--- config.mk ---
export PLATFORM = sky130hd
export DESIGN_NAME = rst_sync_seq_reg
export DESIGN_NICKNAME = d
export VERILOG_FILES = /design/src/rtl/rst_seq_pkg.sv /design/src/rtl/rst_sync.sv /design/src/rtl/rst_sync_seq_reg.sv
export SDC_FILE = /design/constraint.sdc
export NUM_CORES = 1
export LEC_CHECK = 0
export ABC_CLOCK_PERIOD_IN_PS = 1900
export CAP_MARGIN = 40
export CORE_ASPECT_RATIO = 1.2
export CORE_MARGIN = 2
export CORE_UTILIZATION = 44
export CTS_CLUSTER_SIZE = 40
export DETAILED_ROUTE_END_ITERATION = 10
export PLACE_DENSITY = 0.82
export SKIP_LAST_GASP = 1
export SLEW_MARGIN = 30
export SYNTH_ARGS = -nofsm -noshare
export SYNTH_HDL_FRONTEND = slang
export SYNTH_HIERARCHICAL = 1
export SYNTH_SLANG_ARGS = --single-unit
--- constraint.sdc ---
create_clock -name clk -period 1.9 [get_ports clk]
set_input_delay 0.38 -clock clk [delete_from_list [all_inputs] [get_ports clk]]
set_output_delay 0.38 -clock clk [all_outputs]
set_load 0.02 [all_outputs]
--- src/rtl/rst_seq_pkg.sv ---
// Shared types and width helpers for the reset sequencer slice.
// The release FSM walks HOLD -> RELEASE -> RUN. Soft reset returns it to RELEASE.
package rst_seq_pkg;

  // Reset release sequencer states.
  typedef enum logic [1:0] {
    HOLD    = 2'd0,  // waiting for the synchronised reset to drop
    RELEASE = 2'd1,  // staggering channel releases GAP cycles apart
    RUN     = 2'd2   // all channels released
  } seq_state_e;

  // Width of the inter-release gap counter.
  // The extra bit keeps GAP=1 legal, because $clog2(1)=0.
  function automatic int cnt_width(input int gap);
    return $clog2(gap) + 1;
  endfunction

  // Width of the channel index.
  // The index can reach NUM_CH after the last release without wrapping.
  function automatic int idx_width(input int num_ch);
    return $clog2(num_ch) + 1;
  endfunction

  // Widths for the default configuration (GAP=4, NUM_CH=4).
  localparam int DEF_CNT_W = 3;
  localparam int DEF_IDX_W = 3;

endpackage

--- src/rtl/rst_sync.sv ---
// Reset synchroniser.
// Asserts asynchronously and deasserts synchronously.
// rst_s drops after SYNC_STAGES rising edges once rst has fallen.
module rst_sync #(
  parameter int SYNC_STAGES = 2
) (
  input  logic clk,
  input  logic rst,
  output logic rst_s
);

  logic [SYNC_STAGES-1:0] chain;

  // Fill the chain with ones on reset, then shift zeros in from the bottom.
  always_ff @(posedge clk or posedge rst) begin
    if (rst) begin
      chain <= '1;
    end else begin
      chain <= {chain[SYNC_STAGES-2:0], 1'b0};
    end
  end

  assign rst_s = chain[SYNC_STAGES-1];

endmodule

--- src/rtl/rst_sync_seq_reg.sv ---
// NUM_CH x WIDTH data registers behind one reset front end.
// The front end has three parts:
//   - an async-assert / sync-deassert synchroniser;
//   - a synchronous soft reset;
//   - a staggered per-channel release sequencer.
// Optional output done_pulse is built only when RSTSEQ_DONE_PULSE_EN is defined.
// ready and ch_rst are plain status levels, not a handshake.
// ready=1 means every channel has been released.
// Internal FSM state is visible as "state" (seq_state_e) for checkers.
module rst_sync_seq_reg
  import rst_seq_pkg::*;
#(
  parameter int               WIDTH       = 8,
  parameter int               NUM_CH      = 4,
  parameter int               SYNC_STAGES = 2,
  parameter int               GAP         = 4,
  parameter logic [WIDTH-1:0] RST_VAL     = '0
) (
  input  logic                    clk,
  input  logic                    rst,
  input  logic                    srst,
  input  logic [NUM_CH*WIDTH-1:0] d,
  input  logic [NUM_CH-1:0]       en,
  output logic [NUM_CH*WIDTH-1:0] q,
  output logic [NUM_CH-1:0]       ch_rst,
  output logic                    ready
`ifdef RSTSEQ_DONE_PULSE_EN
  ,
  output logic                    done_pulse
`endif
);

  localparam int               CNT_W    = cnt_width(GAP);
  localparam int               IDX_W    = idx_width(NUM_CH);
  localparam logic [CNT_W-1:0] CNT_LAST = CNT_W'(GAP - 1);
  localparam logic [IDX_W-1:0] IDX_LAST = IDX_W'(NUM_CH - 1);

  logic rst_s;

  seq_state_e        state, state_next;
  logic [CNT_W-1:0]  cnt, cnt_next;
  logic [IDX_W-1:0]  idx, idx_next;
  logic [NUM_CH-1:0] ch_rst_next;
  logic              soft_hit;

  rst_sync #(
    .SYNC_STAGES(SYNC_STAGES)
  ) u_rst_sync (
    .clk  (clk),
    .rst  (rst),
    .rst_s(rst_s)
  );

  // Sequencer state registers.
  // They reset on the raw async rst, so outputs clear without a clock.
  always_ff @(posedge clk or posedge rst) begin
    if (rst) begin
      state  <= HOLD;
      cnt    <= '0;
      idx    <= '0;
      ch_rst <= '1;
    end else begin
      state  <= state_next;
      cnt    <= cnt_next;
      idx    <= idx_next;
      ch_rst <= ch_rst_next;
    end
  end

  // Next-state logic. A soft reset overrides any release on the same edge.
  always_comb begin
    state_next  = state;
    cnt_next    = cnt;
    idx_next    = idx;
    ch_rst_next = ch_rst;
    soft_hit    = 1'b0;

    unique case (state)
      HOLD: begin
        if (!rst_s) begin
          state_next = RELEASE;
          cnt_next   = '0;
          idx_next   = '0;
        end
      end
      RELEASE: begin
        if (cnt == CNT_LAST) begin
          cnt_next = '0;
          idx_next = idx + IDX_W'(1);
          for (int k = 0; k < NUM_CH; k++) begin
            if (idx == IDX_W'(k)) begin
              ch_rst_next[k] = 1'b0;
            end
          end
          if (idx == IDX_LAST) begin
            state_next = RUN;
          end
        end else begin
          cnt_next = cnt + CNT_W'(1);
        end
      end
      RUN: begin
        state_next = RUN;
      end
      default: begin
        state_next = HOLD;
      end
    endcase

    // Soft reset restarts the stagger.
    // It does not rerun the synchroniser, and it is ignored while still in HOLD.
    if (srst && (state != HOLD)) begin
      soft_hit    = 1'b1;
      state_next  = RELEASE;
      cnt_next    = '0;
      idx_next    = '0;
      ch_rst_next = '1;
    end
  end

  assign ready = (state == RUN);

  // Channel data registers.
  // The registered ch_rst gates loads, so the first load lands one edge after release.
  always_ff @(posedge clk or posedge rst) begin
    if (rst) begin
      q <= {NUM_CH{RST_VAL}};
    end else begin
      for (int k = 0; k < NUM_CH; k++) begin
        if (soft_hit || ch_rst[k]) begin
          q[k*WIDTH +: WIDTH] <= RST_VAL;
        end else if (en[k]) begin
          q[k*WIDTH +: WIDTH] <= d[k*WIDTH +: WIDTH];
        end
      end
    end
  end

`ifdef RSTSEQ_DONE_PULSE_EN
  // One-cycle pulse on the edge where ready rises.
  // This includes the rise after a soft reset.
  always_ff @(posedge clk or posedge rst) begin
    if (rst) begin
      done_pulse <= 1'b0;
    end else begin
      done_pulse <= (state_next == RUN) && (state != RUN);
    end
  end
`endif

endmodule

==> metrics.md, run 1 <==
| Metric | Value |
|---|---|
| Outcome | `completed` |
| Psw | `0.000741 W` |
| Filler cells | `~380` |
| VDD IR-drop max | `about 600 uV` |
| Fmax | `about 550 MHz` |
| FF-to-FF End | `idx[2]$_DFFE_PP0P_` |
| Rows | `27` |
| Final HPWL DP | `approximately 3300 um` |
| CP startpoint kind | `register` |
| HP Class | `register to register` |
| Ranking of synthesized cells by area | `dfrtp_1 (48%), mux2i_1 (16%), dfstp_2 (7.5%)` |
| CP cell instances | `clkdlybuf4s50_1` |
| Root Buffer | `clkbuf_8` |
| CP required | `approximately 1.5 ns` |
| Die Span Y | `79.8 um` |
| Synth area leader | `dfrtp_1` |
| GRT Residual Overflow | `0` |
| Buf+Inv Stages, Crit Path | `1` |
| Slew Viols, Final | `0` |
| Initial core utilization | `0.459` |
| Sw frac | `0.295` |
| R2R Path Start | `state[0]$_DFFE_PP0P_` |
| CTS H-tree lvls | `2` |
| Design Area, Final | `approximately 3000 um^2` |
| Part of the cycle the worst path needs | `0.963` |
| Initial antenna violation count | `0` |
| Warnings from Yosys | `6` |
| Int Power | `0.00177 W` |
| Routed Antenna Nets | `0` |
| #FFs+latches synth | `46` |
| Hold-fix buffers, CTS | `0` |
| CP Capture Type | `output port` |
| Placeable Area | `about 4600 um^2` |
| Worst Hold Path Cells | `0` |
| Worst R2R Setup Slack | `0.20 ns` |
| Layout cell share with drive strength beyond 1 | `0.0992` |
| CP max stage cell | `clkdlybuf4s50_1` |
| Largest net degree at the start of global routing | `21` |
| Number of global-route vias before repair | `around 1600` |
| Max_cap viols | `0` |
| Die area | `5360 um^2` |
| RSZ-0062 raised after global routing | `no` |
| Drt wl/cell | `13.3 um` |
| Ys async rst share | `1.00` |
| Design Power | `about 0.0025 W` |
| Placed Instances | `around 310` |
| Area share of the largest cell type after synthesis | `0.475` |
| Minimum clock period | `1.83 ns` |
| Number of flops mapped to enable cells by yosys | `0` |
| Gpl congestion | `between 0.7 and 0.8` |
| Pwr Density | `a little over 800 nW/um^2` |
| Top Family by Delay on Critical Path | `buffers and inverters` |
| Crit Path Category | `register to output port` |
| CP max stage delay | `around 0.61 ns` |
| Worst Reg2Reg Path Length in Cells | `6` |
| Sequential power share | `0.436` |
| Clock Power Share | `0.287` |
| Final-stage net count | `between 300 and 400` |
| Final std cells w/o fill | `320` |
| P&R area growth vs syn | `44.3%` |
| Sequential cell area fraction in the yosys report | `0.550` |
| Setup bufs post-CTS | `0` |
| Top-Level Pins | `76` |
| Port bufs | `75` |
| Placed cell areas | `2930 um^2` |
| Setup ws final | `0.0702 ns` |
| Synth Cell Area | `roughly 2100 um^2` |
| Final Skew | `0.00671 ns` |
| Critical Path Fanout Max | `3` |
| Sink Count | `46` |
| Clock tree from TritonCTS | `built` |
| Primary FF master, synth | `dfrtp_1` |
| Setup slack at placement | `between 0.09 and 0.1 ns` |
| Final-report setup violation count | `0` |
| CTS Buffer Depth | `2` |
| DR iter-0 viols | `62` |
| DRT Pass-1 Iters | `4` |
| Hold EP | `u_rst_sync/chain[1]$_DFF_PP1_` |
| TritonCTS buffer count | `5` |
| Final Hold Viols | `0` |
| DRC | `0` |
| Reg clk slew, reported paths | `0.08 ns` |
| Gate power share | `0.277` |
| Post-Syn Area per Cell | `11.5 um^2` |
| Syn Inst Count | `184` |
| Vias per cell | `approximately 4.8` |
| Static leakage | `~1.4 nW` |
| Synth unique cells | `30` |
| Hold Path Origin | `u_rst_sync/chain[0]$_DFF_PP1_` |
| Worst Setup SP | `ch_rst[3]$_DFFE_PP1P_` |
| Setup_tns | `0 ns` |
| WL final | `about 4300 um` |
| Storage cell area | `roughly 1200 um^2` |
| Ant diodes | `0` |
| Synthesized Nets | `between 200 and 250` |
| Die X | `approximately 67 um` |
| Routed via count | `1532` |
| CP arrival | `between 1 and 1.5 ns` |
| GRT Total Usage | `0.171` |
| Multi-input logic area | `~850 um^2` |
| Worst-Skew Late Latency | `between 0.2 and 0.3 ns` |
| First-pass GRT wire length | `roughly 7000 um` |
[how the worst max path moves through the flow]
stage / depth (start not counted) / slack (ns) / endpoint
global route: 1 / 0.02 / ch_rst[3]
detailed placement: 5 / 0.1 / idx[2]$_DFFE_PP0P_
global placement: 5 / 0.13 / idx[2]$_DFFE_PP0P_
floorplan: 8 / 0.22 / idx[2]$_DFFE_PP0P_
finish: 1 / 0.07 / ch_rst[3]
CTS: 1 / 0.05 / ch_rst[3]
[cell usage after synthesis, drive strengths merged (2+ instances only)]
| cell type | n |
|---|---|
| dfrtp | 40 |
| mux2i | 34 |
| nor2 | 33 |
| inv | 10 |
| ha | 9 |
| nand2 | 7 |
| clkbuf | 6 |
| dfstp | 6 |
| nand2b | 6 |
| buf | 5 |
| nand3 | 4 |
| o21ai | 4 |
| a21boi | 3 |
| a21oi | 2 |
| nor2b | 2 |
| nor3 | 2 |
| o31ai | 2 |
[cells by family (layout without fill, tap and decap cells)]
group | count (synthesis) | after routing | synth area share
other | 1 | 1 | 0.00178
and+or+nand+nor | 56 | 56 | 0.120
buffers and inverters | 21 | 99 | 0.0457
muxes | 35 | 35 | 0.169
DFF | 46 | 46 | 0.550
adders and majority gates | 9 | 9 | 0.0534
AOI/OAI and AO/OA | 16 | 16 | 0.0606
[power groups by stage]
stage / combinational (W) / sequential, W / clock (W)
2_1_floorplan: 0.000477 / 0.00112 / 0
3_3_place_gp: 0.000680 / 0.00111 / 0
3_5_place_dp: 0.000698 / 0.00111 / 0
4_1_cts: 0.000702 / 0.00109 / 0.000739
5_1_grt: 0.000780 / 0.00110 / 0.000778
6_report: 0.000696 / 0.00110 / 0.000720
[state kept, by name, indices dropped and copies added, names as in the netlist]
| register | cells |
|---|---|
| ch_rst | 4 |
| cnt | 3 |
| idx | 3 |
| q | 32 |
| state | 2 |
| u_rst_sync/chain | 2 |
[timing repair]
item                       4_1_cts  5_1_grt
gates resized for setup          1        0
hold endpoints to repair         0        0
setup endpoints to repair        1        0
[layout make-up]
cell class                      count  area share
Clock buffer                        5      0.0226
Clock inverter                      3      0.0144
Inverter                           10      0.0123
Multi-Input combinational cell    117       0.280
Sequential cell                    46       0.381
Tap cell                           58      0.0239
Timing Repair Buffer               81       0.265
[cell usage in the layout (no fill, tap or decap)]
cell,n
nand2b_4,1
conb_1,1
nand4b_1,1
o31ai_1,1
o311ai_0,1
nand4_1,1
mux2i_1,34
dfstp_2,6
nand2_1,7
a21boi_0,3
a211oi_1,1
nand3_1,4
clkbuf_8,5
a31o_2,1
mux2_4,1
dfrtp_1,40
o2bb2ai_1,1
nor3_1,2
buf_4,5
a31oi_4,1
clkinv_2,1
inv_6,1
buf_12,1
nor2b_1,2
clkdlybuf4s50_1,74
inv_1,9
nand2b_1,5
a21oi_1,2
dlygate4sd2_1,1
inv_2,1
o31ai_2,1
bufinv_16,1
nor2_1,33
o21ai_0,4
ha_1,9
[through the flow]
step / utilization / hold slack, ns
5_1_grt: 0.662 / 0.363
2_1_floorplan: - / 0.292
6_report: 0.662 / 0.362
3_5_place_dp: 0.638 / 0.353
4_1_cts: 0.662 / 0.367
3_3_place_gp: 0.638 / 0.346
[layer usage]
metal,track usage,vias up,share of wire
li1,-,758,-
met1,0.203,726,0.40
met2,0.298,43,0.52
met3,0.0353,5,0.062
met4,0.0653,0,0.011
met5,0,-,0
Note: power is estimated with default switching activity, not from simulation.
==> inputs of run 2 (changes only) <==
ABC_CLOCK_PERIOD_IN_PS = 1600   (was 1900)
CORE_UTILIZATION = 40   (was 44)
PLACE_DENSITY = 0.79   (was 0.82)
clock period = 1.6 ns   (was 1.9 ns; I/O delays follow)
==> run 2 against run 1 <==
Worst setup slack worse by 0.035 ns. Hold slack gained 0.00088 ns. First-iteration DRC count is 44% higher. Power is 26% higher. Global-route usage fell by 1.2 points. Core utilization down 0.82 points. Die area up 9.4%. Cell area increased by 7.7%. Sequential cell count is the same. Sequential power grew 18%. Clock power increased by 15%. Critical endpoint is now idx[2]$_DFFE_PP0P_.
==> metrics.md, run 2 (synthesis results as in run 1) <==
| Metric | Value |
|---|---|
| Initial core utilization | `0.421 (-0.0380)` |
| Part of the cycle the worst path needs | `0.978` |
| TritonCTS buffer count | `5 (unchanged)` |
| Static leakage | `1.97 nW (+40%)` |
| Gpl congestion | `0.800 (+5.0%)` |
| DRC | `0 (unchanged)` |
| Fin util | `0.654 (-0.00817)` |
| Critical Path Fanout Max | `6 (+3)` |
| Minimum clock period | `1.56 ns` |
| CP Capture Type | `register` |
| Max reg flops | `32 (unchanged)` |
| Largest net degree at the start of global routing | `45 (+110%)` |
| Outcome | `completed` |
| CP max stage cell | `dfrtp_1` |
| RSZ-0062 raised after global routing | `yes` |
| Design Area, Final | `3270 um^2 (+7.7%)` |
| Hold WS | `0.363 ns (+0.000877 ns)` |
| Biggest register | `q` |
| Rows | `28 (+3.7%)` |
| Port bufs | `75 (unchanged)` |
| Met1 Use GR | `0.190 (-0.0131)` |
| Routed via count | `1651 (+7.8%)` |
| Fmax | `about 640 MHz` |
| P&R area growth vs syn | `55.4%` |
| Clock tree from TritonCTS | `built` |
| Most Used Layer, Global Route | `met2` |
| Root Buffer | `clkbuf_8` |
| Met2 Track Usage GR | `0.284 (-0.0141)` |
| CP max stage delay | `0.42 ns (-0.19 ns)` |
| CP required | `1.78 ns (+0.26 ns)` |
| Final-stage net count | `325 (+5.2%)` |
| Number of global-route vias before repair | `1704 (+8.1%)` |
| Hold Path Origin | `u_rst_sync/chain[0]$_DFF_PP1_` |
| Max_cap viols | `0 (unchanged)` |
| Pwr Density | `968 nW/um^2 (+17%)` |
| CP arrival | `1.74 ns (+0.29 ns)` |
| DR iter-0 viols | `89 (+44%)` |
| GR Util met3 | `0.0326 (-0.00265)` |
| Initial antenna violation count | `0 (unchanged)` |
| Die area | `5870 um^2 (+9.4%)` |
| Final Skew | `0.00591 ns (-0.000802 ns)` |
| Placed cell areas | `3050 um^2 (+4.1%)` |
| HP Class | `register to register` |
| GRT Residual Overflow | `0 (unchanged)` |
| Slew Viols, Final | `0 (unchanged)` |
| Commonest non-fill, non-tap cell in the layout | `clkdlybuf4s50_1` |
| CTS Buffer Depth | `2 (unchanged)` |
| Most frequent cells in the layout | `clkdlybuf4s50_1 (42), dfrtp_1 (40), mux2i_1 (34), nor2_1 (33), dlymetal6s2s_1 (26)` |
| Worst-Skew Late Latency | `0.29 ns (about the same)` |
| First-pass GRT wire length | `7660 um (+9.3%)` |
| Crit Path Category | `register to register` |
| Final-report setup violation count | `0 (unchanged)` |
| Top-Level Pins | `76 (unchanged)` |
| Design Power | `0.00317 W (+26%)` |
| Vias per cell | `4.88 (+2.0%)` |
| Placeable Area | `5010 um^2 (+9.0%)` |
| WL final | `4500 um (+5.4%)` |
| Ant diodes | `0 (unchanged)` |
| Final Hold Viols | `0 (unchanged)` |
| Layout cell share with drive strength beyond 1 | `0.173 (+0.0734)` |
| DRT Pass-1 Iters | `4 (unchanged)` |
| CTS H-tree lvls | `2 (unchanged)` |
| Top Family by Delay on Critical Path | `flip-flops` |
| CP cell instances | `inv_2, ha_4, nand2b_4, o31ai_4, a31oi_4, mux2_4` |
| Filler cells | `387 (+2.9%)` |
| Routed Antenna Nets | `0 (unchanged)` |
| Setup_tns | `0 ns (unchanged)` |
| VDD IR-drop max | `682 uV (+14%)` |
| Die Span Y | `83.5 um (+4.6%)` |
| Drt wl/cell | `13.3 um (-0.22%)` |
| Die X | `70.3 um (+4.6%)` |
| Hold-fix buffers, CTS | `0 (unchanged)` |
| CP startpoint kind | `register` |
| Largest registers | `q (32), ch_rst (4)` |
| R2R Path Start | `state[1]$_DFFE_PP0P_` |
| Final HPWL DP | `3330 um (-0.37%)` |
| Reg clk slew, reported paths | `0.08 ns (about the same)` |
| Buf+Inv Stages, Crit Path | `1 (unchanged)` |
| GRT Total Usage | `0.159 (-0.0118)` |
| Sink Count | `46 (unchanged)` |
| Worst Setup SP | `state[1]$_DFFE_PP0P_` |
## run 2: worst paths after layout
check / end / slack [ns] / depth (start not counted)
max in group asynchronous: ch_rst[1]$_DFFE_PP1P_ / 0.95 / 3
hold / removal: u_rst_sync/chain[1]$_DFF_PP1_ / 0.36 / 0
setup reg to reg: idx[2]$_DFFE_PP0P_ / 0.04 / 6
hold reg to reg: u_rst_sync/chain[1]$_DFF_PP1_ / 0.36 / 0
setup / recovery: idx[2]$_DFFE_PP0P_ / 0.04 / 6
min in group asynchronous: state[1]$_DFFE_PP0P_ / 0.39 / 3
## run 2: layout make-up
cell class | count | area [um^2] | area share
clock inverter | 2 | 37.5 | 0.0115
timing repair buffer | 97 | 997 | 0.305
tap | 60 | 75.1 | 0.0229
clock buffer | 6 | 72.6 | 0.0222
sequential | 46 | 1160 | 0.354
multi-input combinational | 117 | 896 | 0.274
inverter | 10 | 37.5 | 0.0115
## run 2: metal layers
metal	vias to the layer above	part of all wire
li1	800	-
met1	786	0.40
met2	54	0.53
met3	11	0.058
met4	0	0.016
met5	-	0
## run 2: timing repair
item / 4_1_cts / 5_1_grt
setup endpoints to repair: 12 / 44
pin swaps: 0 / 1
resized for setup: 11 / 35
setup buffers: 0 / 2
## run 2: metrics by stage
stage | setup WS, ns | cells
2_1_floorplan | -0.0715 | 184
3_5_place_dp | -0.0635 | 328
5_1_grt | -0.000426 | 338
4_1_cts | -0.0158 | 336
6_report | 0.0356 | 338
3_3_place_gp | -0.0235 | 328
## run 2: where the power goes
| group | switching (W) | internal [W] |
|---|---|---|
| Sequential | 0.0000568 | 0.00125 |
| Clock | 0.000365 | 0.000466 |
| Combinational | 0.000500 | 0.000533 |
